$ cat src/rtl/clock_pkg.sv
// Shared clock constants, default debounce/repeat timing and key channel indices
// for the front-panel key conditioner.
package clock_pkg;

    localparam int CLK_HZ     = 48_000_000;
    localparam int CYC_PER_MS = CLK_HZ / 1000;

    localparam int DB_MS         = 20;
    localparam int RPT_DELAY_MS  = 500;
    localparam int RPT_PERIOD_MS = 100;

    localparam int DB_CYC_DEFAULT     = DB_MS * CYC_PER_MS;
    localparam int RPT_DELAY_DEFAULT  = RPT_DELAY_MS * CYC_PER_MS;
    localparam int RPT_PERIOD_DEFAULT = RPT_PERIOD_MS * CYC_PER_MS;

    // Channel order inside the conditioner; adjust channels come first.
    localparam int NUM_KEYS  = 5;
    localparam int NUM_ADJ   = 3;
    localparam int KEY_SEC   = 0;
    localparam int KEY_MIN   = 1;
    localparam int KEY_HOUR  = 2;
    localparam int KEY_CLEAR = 3;
    localparam int KEY_KEEP  = 4;

    function automatic int max_int(input int a, input int b);
        return (a > b) ? a : b;
    endfunction

endpackage

$ cat src/rtl/key_debounce.sv
// One key channel: 2-FF synchronizer, debounce counter with debounced state,
// press/release event pulses and an optional hold-to-repeat timer.
module key_debounce
    import clock_pkg::*;
#(
    parameter int DB_CYC     = DB_CYC_DEFAULT,
    parameter int RPT_DELAY  = RPT_DELAY_DEFAULT,
    parameter int RPT_PERIOD = RPT_PERIOD_DEFAULT,
    parameter bit REPEAT_EN  = 1'b0
) (
    input  logic clk_48mhz,
    input  logic rst,
    input  logic key_n,
    output logic stable,
    output logic press_pulse,
    output logic release_pulse,
    output logic repeat_pulse
);

    localparam int DB_W = $clog2(DB_CYC);
    localparam logic [DB_W-1:0] DB_LAST = DB_W'(DB_CYC - 1);

    logic sync1_q;
    logic sync2_q;
    logic stable_q;
    logic stable_d;
    logic press_q;
    logic press_d;
    logic release_q;
    logic release_d;
    logic [DB_W-1:0] db_cnt_q;
    logic [DB_W-1:0] db_cnt_d;

    // The counter only advances while the synchronized level disagrees with stable.
    always_comb begin
        stable_d  = stable_q;
        db_cnt_d  = '0;
        press_d   = 1'b0;
        release_d = 1'b0;
        if (sync2_q != stable_q) begin
            if (db_cnt_q == DB_LAST) begin
                stable_d  = sync2_q;
                press_d   = sync2_q;
                release_d = ~sync2_q;
            end else begin
                db_cnt_d = db_cnt_q + 1'b1;
            end
        end
    end

    always_ff @(posedge clk_48mhz) begin
        if (rst) begin
            sync1_q   <= 1'b0;
            sync2_q   <= 1'b0;
            stable_q  <= 1'b0;
            db_cnt_q  <= '0;
            press_q   <= 1'b0;
            release_q <= 1'b0;
        end else begin
            sync1_q   <= ~key_n;
            sync2_q   <= sync1_q;
            stable_q  <= stable_d;
            db_cnt_q  <= db_cnt_d;
            press_q   <= press_d;
            release_q <= release_d;
        end
    end

    assign stable        = stable_q;
    assign press_pulse   = press_q;
    assign release_pulse = release_q;

    generate
        if (REPEAT_EN) begin : g_rpt
            localparam int RPT_W = $clog2(max_int(RPT_DELAY, RPT_PERIOD) + 1);
            localparam logic [RPT_W-1:0] DLY_LAST = RPT_W'(RPT_DELAY - 1);
            localparam logic [RPT_W-1:0] PER_LAST = RPT_W'(RPT_PERIOD - 1);

            logic [RPT_W-1:0] rpt_cnt_q;
            logic [RPT_W-1:0] rpt_cnt_d;
            logic             first_q;
            logic             first_d;
            logic             rpt_q;
            logic             rpt_d;

            // Timer restarts on press and is held at zero unless the key stays down
            // across this edge, so a release edge can never produce a repeat.
            always_comb begin
                rpt_cnt_d = '0;
                first_d   = 1'b0;
                rpt_d     = 1'b0;
                if (press_d) begin
                    first_d = 1'b1;
                end else if (stable_q && stable_d) begin
                    first_d = first_q;
                    if (rpt_cnt_q == (first_q ? DLY_LAST : PER_LAST)) begin
                        rpt_d   = 1'b1;
                        first_d = 1'b0;
                    end else begin
                        rpt_cnt_d = rpt_cnt_q + 1'b1;
                    end
                end
            end

            always_ff @(posedge clk_48mhz) begin
                if (rst) begin
                    rpt_cnt_q <= '0;
                    first_q   <= 1'b0;
                    rpt_q     <= 1'b0;
                end else begin
                    rpt_cnt_q <= rpt_cnt_d;
                    first_q   <= first_d;
                    rpt_q     <= rpt_d;
                end
            end

            assign repeat_pulse = rpt_q;
        end else begin : g_no_rpt
            assign repeat_pulse = 1'b0;
        end
    endgenerate

endmodule

$ cat src/rtl/key_conditioner.sv
// Front-panel key conditioner: debounces five buttons, produces adjust strobes
// with auto-repeat, a clear level and a keep (pause) toggle that clear overrides.
module key_conditioner
    import clock_pkg::*;
#(
    parameter int DB_CYC     = DB_CYC_DEFAULT,
    parameter int RPT_DELAY  = RPT_DELAY_DEFAULT,
    parameter int RPT_PERIOD = RPT_PERIOD_DEFAULT
) (
    input  logic clk_48mhz,
    input  logic rst,
    input  logic key_sec_n,
    input  logic key_min_n,
    input  logic key_hour_n,
    input  logic key_clear_n,
    input  logic key_keep_n,
    output logic adjust_sec,
    output logic adjust_min,
    output logic adjust_hour,
    output logic clear,
    output logic keep
);

    logic [NUM_KEYS-1:0] keys_n;
    logic [NUM_KEYS-1:0] stable_w;
    logic [NUM_KEYS-1:0] press_w;
    logic [NUM_KEYS-1:0] release_w;
    logic [NUM_KEYS-1:0] repeat_w;

    assign keys_n = {key_keep_n, key_clear_n, key_hour_n, key_min_n, key_sec_n};

    generate
        for (genvar gi = 0; gi < NUM_KEYS; gi++) begin : g_key
            key_debounce #(
                .DB_CYC     (DB_CYC),
                .RPT_DELAY  (RPT_DELAY),
                .RPT_PERIOD (RPT_PERIOD),
                .REPEAT_EN  (gi < NUM_ADJ)
            ) u_debounce (
                .clk_48mhz     (clk_48mhz),
                .rst           (rst),
                .key_n         (keys_n[gi]),
                .stable        (stable_w[gi]),
                .press_pulse   (press_w[gi]),
                .release_pulse (release_w[gi]),
                .repeat_pulse  (repeat_w[gi])
            );
        end
    endgenerate

    logic [NUM_ADJ-1:0] adjust_q;
    logic [NUM_ADJ-1:0] adjust_d;
    logic               clear_q;
    logic               clear_d;
    logic               keep_q;
    logic               keep_d;

    // Clear press is applied after the keep toggle so that it wins on a tie.
    always_comb begin
        adjust_d = press_w[NUM_ADJ-1:0] | repeat_w[NUM_ADJ-1:0];
        clear_d  = stable_w[KEY_CLEAR];
        keep_d   = keep_q;
        if (press_w[KEY_KEEP]) begin
            keep_d = ~keep_q;
        end
        if (press_w[KEY_CLEAR]) begin
            keep_d = 1'b0;
        end
    end

    always_ff @(posedge clk_48mhz) begin
        if (rst) begin
            adjust_q <= '0;
            clear_q  <= 1'b0;
            keep_q   <= 1'b0;
        end else begin
            adjust_q <= adjust_d;
            clear_q  <= clear_d;
            keep_q   <= keep_d;
        end
    end

    assign adjust_sec  = adjust_q[KEY_SEC];
    assign adjust_min  = adjust_q[KEY_MIN];
    assign adjust_hour = adjust_q[KEY_HOUR];
    assign clear       = clear_q;
    assign keep        = keep_q;

    logic unused_evt;
    assign unused_evt = ^{stable_w[KEY_KEEP], stable_w[NUM_ADJ-1:0], release_w,
                          repeat_w[NUM_KEYS-1:NUM_ADJ]};

endmodule

$ cat config.mk
export PLATFORM = sky130hd
export DESIGN_NAME = key_conditioner
export DESIGN_NICKNAME = d
export VERILOG_FILES = /design/src/rtl/clock_pkg.sv /design/src/rtl/key_debounce.sv /design/src/rtl/key_conditioner.sv
export SDC_FILE = /design/constraint.sdc
export NUM_CORES = 1
export LEC_CHECK = 0
export CELL_PAD_IN_SITES_DETAIL_PLACEMENT = 1
export CELL_PAD_IN_SITES_GLOBAL_PLACEMENT = 2
export CORE_MARGIN = 5
export CORE_UTILIZATION = 40
export DETAILED_ROUTE_END_ITERATION = 8
export PLACE_DENSITY_LB_ADDON = 0.1
export SLEW_MARGIN = 20
export SYNTH_ARGS = -nofsm -noshare
export SYNTH_HDL_FRONTEND = slang
export SYNTH_HIERARCHICAL = 1
export SYNTH_SLANG_ARGS = --single-unit
$ cat constraint.sdc
create_clock -name clk_48mhz -period 5.3 [get_ports clk_48mhz]
set_input_delay 0.53 -clock clk_48mhz [delete_from_list [all_inputs] [get_ports clk_48mhz]]
set_output_delay 0.53 -clock clk_48mhz [all_outputs]
set_load 0.05 [all_outputs]
==> results of run 1 <==
-- stage by stage --
step                hold WS, ns  cells  setup slack (ns)
floorplan                 0.387   1029              3.45
global placement          0.420   1302              2.95
detailed placement        0.426   1302              2.89
CTS                       0.336   1342              2.87
global route              0.346   1342              2.85
finish                    0.341   1342              3.05
-- area by class of cell --
class                           instances  area (sq um)  area share
Timing Repair Buffer                   15           135      0.0131
Multi-Input combinational cell        777          4840       0.470
Clock buffer                           33           696      0.0675
Sequential cell                       206          4120       0.400
Clock inverter                          7          85.1     0.00825
Inverter                               19          71.3     0.00692
Tap cell                              285           357      0.0346
-- state kept, by name (all words and copies together), names as in the netlist --
name and flops:
g_key.u_debounce/g_rpt.rpt_cnt_q 75, g_key.u_debounce/repeat_pulse 3, g_key.u_debounce/sync2_q 5, g_key.u_debounce/sync1_q 5, adjust_q 3, g_key.u_debounce/press_pulse 5, keep 1, g_key.u_debounce/g_rpt.first_q 3
clear 1, g_key.u_debounce/stable 5, g_key.u_debounce/db_cnt_q 100
-- layout by cell type, fill, tap and decap left out, types with 8 or more instances in the layout --
cell type	instances
clkdlybuf4s50_1	10
nand2_1	59
or4_1	16
xnor2_1	53
dfxtp_1	206
o21ai_0	29
inv_1	19
a21oi_1	32
and3_1	19
nor2b_1	12
and4_1	19
ha_1	8
nor3_1	33
nor2_1	163
nor4_1	9
a211oi_1	11
and2_1	8
or3_1	28
xor2_1	73
clkbuf_16	25
nand4_1	37
o31ai_1	11
nand3_1	73
-- where the power goes --
group          total (uW)  leakage (uW)  internal (uW)  switching, uW
clock network        1630      0.000389           1000            624
logic                23.2       0.00111           8.90           14.3
registers            1560       0.00166           1550           2.70
-- layer usage --
metal	track usage	part of all wire
met4	0.0350	0.023
met3	0.0239	0.022
met5	0	0
met1	0.210	0.50
met2	0.256	0.45
-- worst max path at each step --
stage / to / depth (start not counted)
after CTS: g_key[1].u_debounce/g_rpt.rpt_cnt_q[9]$_SDFF_PP0_ / 5
after floorplan: g_key[0].u_debounce/g_rpt.rpt_cnt_q[12]$_SDFF_PP0_ / 7
final: g_key[0].u_debounce/g_rpt.first_q$_SDFFE_PP0P_ / 5
after global routing: g_key[0].u_debounce/g_rpt.first_q$_SDFFE_PP0P_ / 5
after global placement: g_key[1].u_debounce/g_rpt.rpt_cnt_q[7]$_SDFF_PP0_ / 5
after detailed placement: g_key[1].u_debounce/g_rpt.rpt_cnt_q[9]$_SDFF_PP0_ / 5
==> flow_summary.ini, run 1 <==
[setup_path]
critPathCaptureType = register
crit_family = simple AND/OR/NAND/NOR gates
crit_type = reg2reg
cp.required_ns = 5.68
ff2ff_path_depth = 5
startpoint_type = register
worst-endpoint-arrival_ns = 2.63
reg2reg_slack_ns = 3.05
crit_slowest_cell = or4_1
rr_startpoint = g_key[0].u_debounce/g_rpt.rpt_cnt_q[0]$_SDFF_PP0_
crit_fanout = 19
critPathMaxStageDelay_ns = 0.71
crit_buf_inv = 1
r2r-end = g_key[0].u_debounce/g_rpt.first_q$_SDFFE_PP0P_
crit_start = g_key[0].u_debounce/g_rpt.rpt_cnt_q[0]$_SDFF_PP0_
crit_chain = ha_1 > inv_1 > or4_1 > o21bai_4 > o22ai_1

[hold_path]
worstHoldStart = rst
whs_path_depth = 2
min_path_type = in2reg
hold_end = adjust_q[0]$_SDFF_PP0_

[place]
dpl.hpwl_microns = 13600
portBuffers = 11
place_congestion = 0.721
post_dp_cell_area_sq_um = 9520

[routing]
vias_per_cell = 5.41
firstDrtPassIters = 4
ant_nets = 0
drt_wl_total_microns = 20000
vias = 7262
avgRoutedWirePerCell_microns = 14.9
drt_iter0_markers = 238
drc = 0

[global_route]
grt_max_degree = 27
antenna_found_initial = 0
grt_pass1_vias = 7300
grt.total_usage = 0.153
gr-total-overflow = 0
grt_pass1_wl_microns = 35000

[floorplan]
die_area_sq_um = 26200
fp.dieW_microns = 162
initial_core_util = 0.407
core_sq_um = 22600
die_height_microns = 162
num_rows = 55
io_pins = 12

[power_and_ir_drop]
p_leak_uw = 0.00316
vdd.ir_drop.worst_mv = 0.253
power_density_nw_per_um2 = 311
p_total_uw = 3210

[clock_tree]
postCtsSetupBuffers = 0
cts_hold_buf = 0
postCtsResizedCells = 0
cts_tree = built
clock_sinks = 206
clk_path_buf_depth = 3
path_clk_slew_ns = 0.06
h-tree-depth = 1
clk_latency_ns = 0.51
cts_buffers = 24
clock-root-buffer = clkbuf_16

[final_layout]
final_core_util = 0.455
num-fill-cells = 2648
synthToLayoutAreaGrowth_pct = 11.9
antenna_cells = 0
final_nets = 1058
fin_area_sq_um = 10300
layout-drive-gt1-share = 0.0710

[synthesis]
synth_nets = 1044
syn_inst = 1029
postSynthAreaPerCell_sq_um = 8.95
netlist_area_sq_um = 9210
yosysWarnings = 6

[timing]
finalHoldViolCount = 0
drv_slew = 0
fin_skew_ns = 0.00611
setup_viol = 0
tightest_slew_ns = 1.01
tns_ns = 0
slew_headroom = 0.317
fmax_mhz = 444
rsz0062_at_grt = false
timing.final.crit_share = 0.425
min_period_ns = 2.25

[outcome]
status = completed

[flow_run]
maxCapViolations = 0
Note: power is estimated with default switching activity, not from simulation.
==> inputs of run 2 (changes only) <==
--- a/config.mk
+++ b/config.mk
@@ -8,7 +8,7 @@
 export CELL_PAD_IN_SITES_DETAIL_PLACEMENT = 1
 export CELL_PAD_IN_SITES_GLOBAL_PLACEMENT = 2
 export CORE_MARGIN = 5
-export CORE_UTILIZATION = 40
+export CORE_UTILIZATION = 36
 export DETAILED_ROUTE_END_ITERATION = 8
 export PLACE_DENSITY_LB_ADDON = 0.1
 export SLEW_MARGIN = 20
==> constraint.sdc (replaced) <==
create_clock -name clk_48mhz -period 2 [get_ports clk_48mhz]
set_input_delay 0.2 -clock clk_48mhz [delete_from_list [all_inputs] [get_ports clk_48mhz]]
set_output_delay 0.2 -clock clk_48mhz [all_outputs]
set_load 0.05 [all_outputs]
==> run 2 against run 1 <==
Effect of this change: global-route usage decreased by 0.71 points; clock-buffer cell count rose by 4; total power increased to 2.6 times the previous value; clock skew is 0.0026 ns higher; hold slack worse by 0.30 ns; via count grew 2.9%; die area rose by 10%; wire length grew 3.1%; critical path type is now reg2out; critical endpoint is now keep.
==> flow_summary.ini, run 2 (synthesis results as in run 1) <==
[global_route]
gr-total-overflow = 0
antenna_found_initial = 0
grt.total_usage = 0.146
grt_pass1_wl_microns = 36600
grt_pass1_vias = 7649
grt_max_degree = 27

[setup_path]
crit_family = buffers and inverters
crit_type = reg2out
critPathMaxStageDelay_ns = 0.83
crit_fanout = 2
crit_slowest_cell = clkdlybuf4s50_1
worst-endpoint-arrival_ns = 1.73
critPathCaptureType = output pin
crit_chain = clkdlybuf4s50_1
crit_buf_inv = 1
startpoint_type = register
cp.required_ns = 1.80

[floorplan]
fp.dieW_microns = 170
die_area_sq_um = 28900
io_pins = 12
initial_core_util = 0.366
die_height_microns = 170
num_rows = 58
core_sq_um = 25200

[timing]
tightest_slew_ns = 0.500
timing.final.crit_share = 0.965
tns_ns = 0
finalHoldViolCount = 0
min_period_ns = 1.93
setup_viol = 0
drv_slew = 0
setup_slack_ns = 0.0703
slew_headroom = 0.665
holdWs_ns = 0.0443
fin_skew_ns = 0.00869
fmax_mhz = 518

[routing]
avgRoutedWirePerCell_microns = 14.2
drt_iter0_markers = 267
vias = 7475
ant_nets = 0
vias_per_cell = 5.13
firstDrtPassIters = 4
drc = 0
drt_wl_total_microns = 20600

[clock_tree]
h-tree-depth = 1
cts_buffers = 25
clock-root-buffer = clkbuf_16
path_clk_slew_ns = 0.06
cts_tree = built
clk_path_buf_depth = 3
clk_latency_ns = 0.52
clock_sinks = 206
cts_hold_buf = 0

[power_and_ir_drop]
intPower_uw = 6660
combinationalPowerShare = 0.009
switching_share = 0.208
p_leak_uw = 0.00351
vdd.ir_drop.worst_mv = 0.586
p_total_uw = 8410
switching_power_uw = 1750
clkPwrFrac = 0.501
seqPwrFrac = 0.490
power_density_nw_per_um2 = 771

[place]
place_congestion = 0.719
pre_cts_slack_ns = 0.0376
portBuffers = 11
dpl.hpwl_microns = 14600

[final_layout]
final_common_cell = dfxtp_1
layout-drive-gt1-share = 0.132
regArea_sq_um = 4130
reg.largest.list = g_key.u_debounce/db_cnt_q: 100 flops, g_key.u_debounce/g_rpt.rpt_cnt_q: 75 flops
largest_register_ff_count = 100
synthToLayoutAreaGrowth_pct = 18.5
final_cell_mix = dfxtp_1, nor2_1, nand3_1, xor2_1, buf_4
final_nets = 1124
antenna_cells = 0
num-fill-cells = 2903
multi_input_area_sq_um = 4850
regMostFlops = g_key.u_debounce/db_cnt_q

[flow_run]
maxCapViolations = 0

[outcome]
status = completed

[hold_path]
min_path_type = in2reg
## run 2: worst paths after layout
path	start	to	slack, ns	cells after the start
worst min register to register	g_key[3].u_debounce/press_pulse$_SDFF_PP0_	keep$_SDFFE_PP0P_	0.40	1
worst max register to register	g_key[4].u_debounce/db_cnt_q[5]$_SDFF_PP0_	g_key[4].u_debounce/db_cnt_q[19]$_SDFF_PP0_	0.11	4
worst min-delay path	rst	adjust_q[0]$_SDFF_PP0_	0.04	2
worst max-delay path	keep$_SDFFE_PP0P_	keep	0.07	1
## run 2: final cells by class
| class | instances | area share |
|---|---|---|
| Inverter | 19 | 0.00653 |
| Tap cell | 330 | 0.0378 |
| Multi-Input combinational cell | 777 | 0.444 |
| Sequential cell | 206 | 0.378 |
| Clock inverter | 7 | 0.00355 |
| Timing Repair Buffer | 80 | 0.0628 |
| Clock buffer | 37 | 0.0669 |
## run 2: per-stage QoR
step | util | cells | cell area, sq um
2_1_floorplan | - | 1029 | 9210
3_3_place_gp | 0.402 | 1410 | 10100
3_5_place_dp | 0.402 | 1410 | 10100
4_1_cts | 0.432 | 1454 | 10900
5_1_grt | 0.434 | 1456 | 10900
6_report | 0.434 | 1456 | 10900
## run 2: timing repair
action	4_1_cts	5_1_grt
setup endpoints to repair	0	14
buffers inserted	0	2
resized for setup	0	8
## run 2: power by group through the flow
stage | Combinational, uW | Clock [uW] | Sequential [uW]
5_1_grt | 82.0 | 4570 | 4120
3_3_place_gp | 74.7 | 0 | 4210
3_5_place_dp | 75.2 | 0 | 4210
4_1_cts | 75.3 | 4390 | 4120
2_1_floorplan | 28.7 | 0 | 4210
6_report | 73.3 | 4210 | 4120
## run 2: metal layers
metal  track usage  share of wire
met1         0.199           0.51
met2         0.244           0.45
met3        0.0237          0.024
met4        0.0340          0.020
met5             0              0
==> inputs of run 3 (changes only) <==
--- a/config.mk
+++ b/config.mk
@@ -10,6 +10,7 @@
 export CORE_MARGIN = 5
 export CORE_UTILIZATION = 36
 export DETAILED_ROUTE_END_ITERATION = 8
+export GPL_TIMING_DRIVEN = 0
 export PLACE_DENSITY_LB_ADDON = 0.1
 export SLEW_MARGIN = 20
 export SYNTH_ARGS = -nofsm -noshare
==> run 3 against run 2 <==
Effect of this change: sequential share of layout area grew 0.13 points; register-to-register slack got worse by 0.04 ns; design area about the same; worst setup slack about the same; first-iteration DRC count decreased by 18%; critical path type is now reg2reg; utilization about the same; hold slack improved by 0.14 ns; global-route usage decreased by 0.082 points; non-clock buffer count is 30 lower; highest routed layer unchanged.
==> flow_summary.ini, run 3 (synthesis results as in run 1) <==
[final_layout]
largest_register_ff_count = 100
num-fill-cells = 2928
layout-drive-gt1-share = 0.129
reg.largest.list = g_key.u_debounce/db_cnt_q: 100 flops, g_key.u_debounce/g_rpt.rpt_cnt_q: 75 flops
regMostFlops = g_key.u_debounce/db_cnt_q
synthToLayoutAreaGrowth_pct = 18.4
antenna_cells = 0
final_nets = 1094
final_common_cell = dfxtp_1
final_cell_mix = dfxtp_1, nor2_1, nand3_1, xor2_1, nand2_1

[place]
place_congestion = 0.725
portBuffers = 11
dpl.hpwl_microns = 14100

[timing]
fmax_mhz = 518
setup_viol = 0
holdWs_ns = 0.186
fin_skew_ns = 0.00785
slew_headroom = 0.520
tns_ns = 0
min_period_ns = 1.93
finalHoldViolCount = 0
tightest_slew_ns = 0.720
timing.final.crit_share = 0.965
drv_slew = 0

[floorplan]
initial_core_util = 0.366
die_area_sq_um = 28900
die_height_microns = 170
num_rows = 58
core_sq_um = 25200
fp.dieW_microns = 170
io_pins = 12

[clock_tree]
clock_sinks = 206
h-tree-depth = 1
cts_buffers = 25
path_clk_slew_ns = 0.05
clk_latency_ns = 0.52
clock-root-buffer = clkbuf_16
clk_path_buf_depth = 3
cts_tree = built

[setup_path]
startpoint_type = register
critPathCaptureType = register
cp.required_ns = 2.43
crit_type = reg2reg
worst-endpoint-arrival_ns = 2.36
crit_fanout = 8

[global_route]
gr-total-overflow = 0
grt_pass1_vias = 7475
antenna_found_initial = 0
grt.total_usage = 0.145
grt_max_degree = 35
grt_pass1_wl_microns = 36400

[outcome]
status = completed

[power_and_ir_drop]
p_total_uw = 8700
p_leak_uw = 0.00336
vdd.ir_drop.worst_mv = 0.677
power_density_nw_per_um2 = 797

[routing]
drt_wl_total_microns = 20900
vias = 7416
firstDrtPassIters = 4
drt_iter0_markers = 220
drc = 0
vias_per_cell = 5.20
ant_nets = 0
avgRoutedWirePerCell_microns = 14.6

[flow_run]
maxCapViolations = 0

[hold_path]
min_path_type = in2reg
-- run 3: layout make-up --
cell class / count / area, sq um / share of cell area
multi-input cells: 777 / 5040 / 0.462
repair buffers: 28 / 248 / 0.0227
well taps: 330 / 413 / 0.0378
plain buffers: 22 / 163 / 0.0149
clock buffers: 41 / 786 / 0.0720
flip-flops and latches: 206 / 4140 / 0.379
clock inverters: 4 / 48.8 / 0.00447
inverters: 19 / 71.3 / 0.00654
-- run 3: final timing paths --
check | startpoint | endpoint | slack (ns) | depth (start not counted)
setup / recovery | g_key[4].u_debounce/db_cnt_q[6]$_SDFF_PP0_ | g_key[4].u_debounce/db_cnt_q[19]$_SDFF_PP0_ | 0.07 | 5
hold / removal | key_hour_n | g_key[2].u_debounce/sync1_q$_SDFF_PP0_ | 0.19 | 2
setup reg to reg | g_key[4].u_debounce/db_cnt_q[6]$_SDFF_PP0_ | g_key[4].u_debounce/db_cnt_q[19]$_SDFF_PP0_ | 0.07 | 5
hold reg to reg | g_key[3].u_debounce/press_pulse$_SDFF_PP0_ | keep$_SDFFE_PP0P_ | 0.40 | 1
-- run 3: what timing repair did --
item	in CTS	in global routing
pin swaps	6	6
cloned	0	1
setup endpoints to repair	107	97
buffers inserted	9	7
hold buffers	0	0
resized for setup	14	43
-- run 3: metrics by stage --
stage | setup WS, ns | std cells | area (sq um) | utilization
finish | 0.0701 | 1427 | 10900 | 0.433
global route | -0.0200 | 1427 | 10900 | 0.433
CTS | 0.000657 | 1424 | 10700 | 0.425
detailed placement | -0.301 | 1370 | 9730 | 0.386
global placement | -1.04 | 1370 | 9740 | 0.387
floorplan | 0.153 | 1029 | 9210 | -
-- run 3: layer usage --
layer,wire [microns],up-vias,global-route usage
met5,0,-,0
met4,350,0,0.0344
met3,616,31,0.0225
met2,9510,49,0.241
met1,10400,3558,0.199
li1,-,3778,-
-- run 3: where the power goes --
group | switching, uW | internal, uW | total, uW
Clock | 1720 | 2790 | 4510
Sequential | 7.54 | 4120 | 4120
Combinational | 39.4 | 24.2 | 63.6
Total | 1760 | 6930 | 8700
-- run 3: worst max-delay path, stage by stage (launching register included) --
cell and delay (ns):
dfxtp_1 0.40, nand4_4 0.15, or4_1 0.53, buf_2 0.17
or4_1 0.40, a21oi_1 0.19
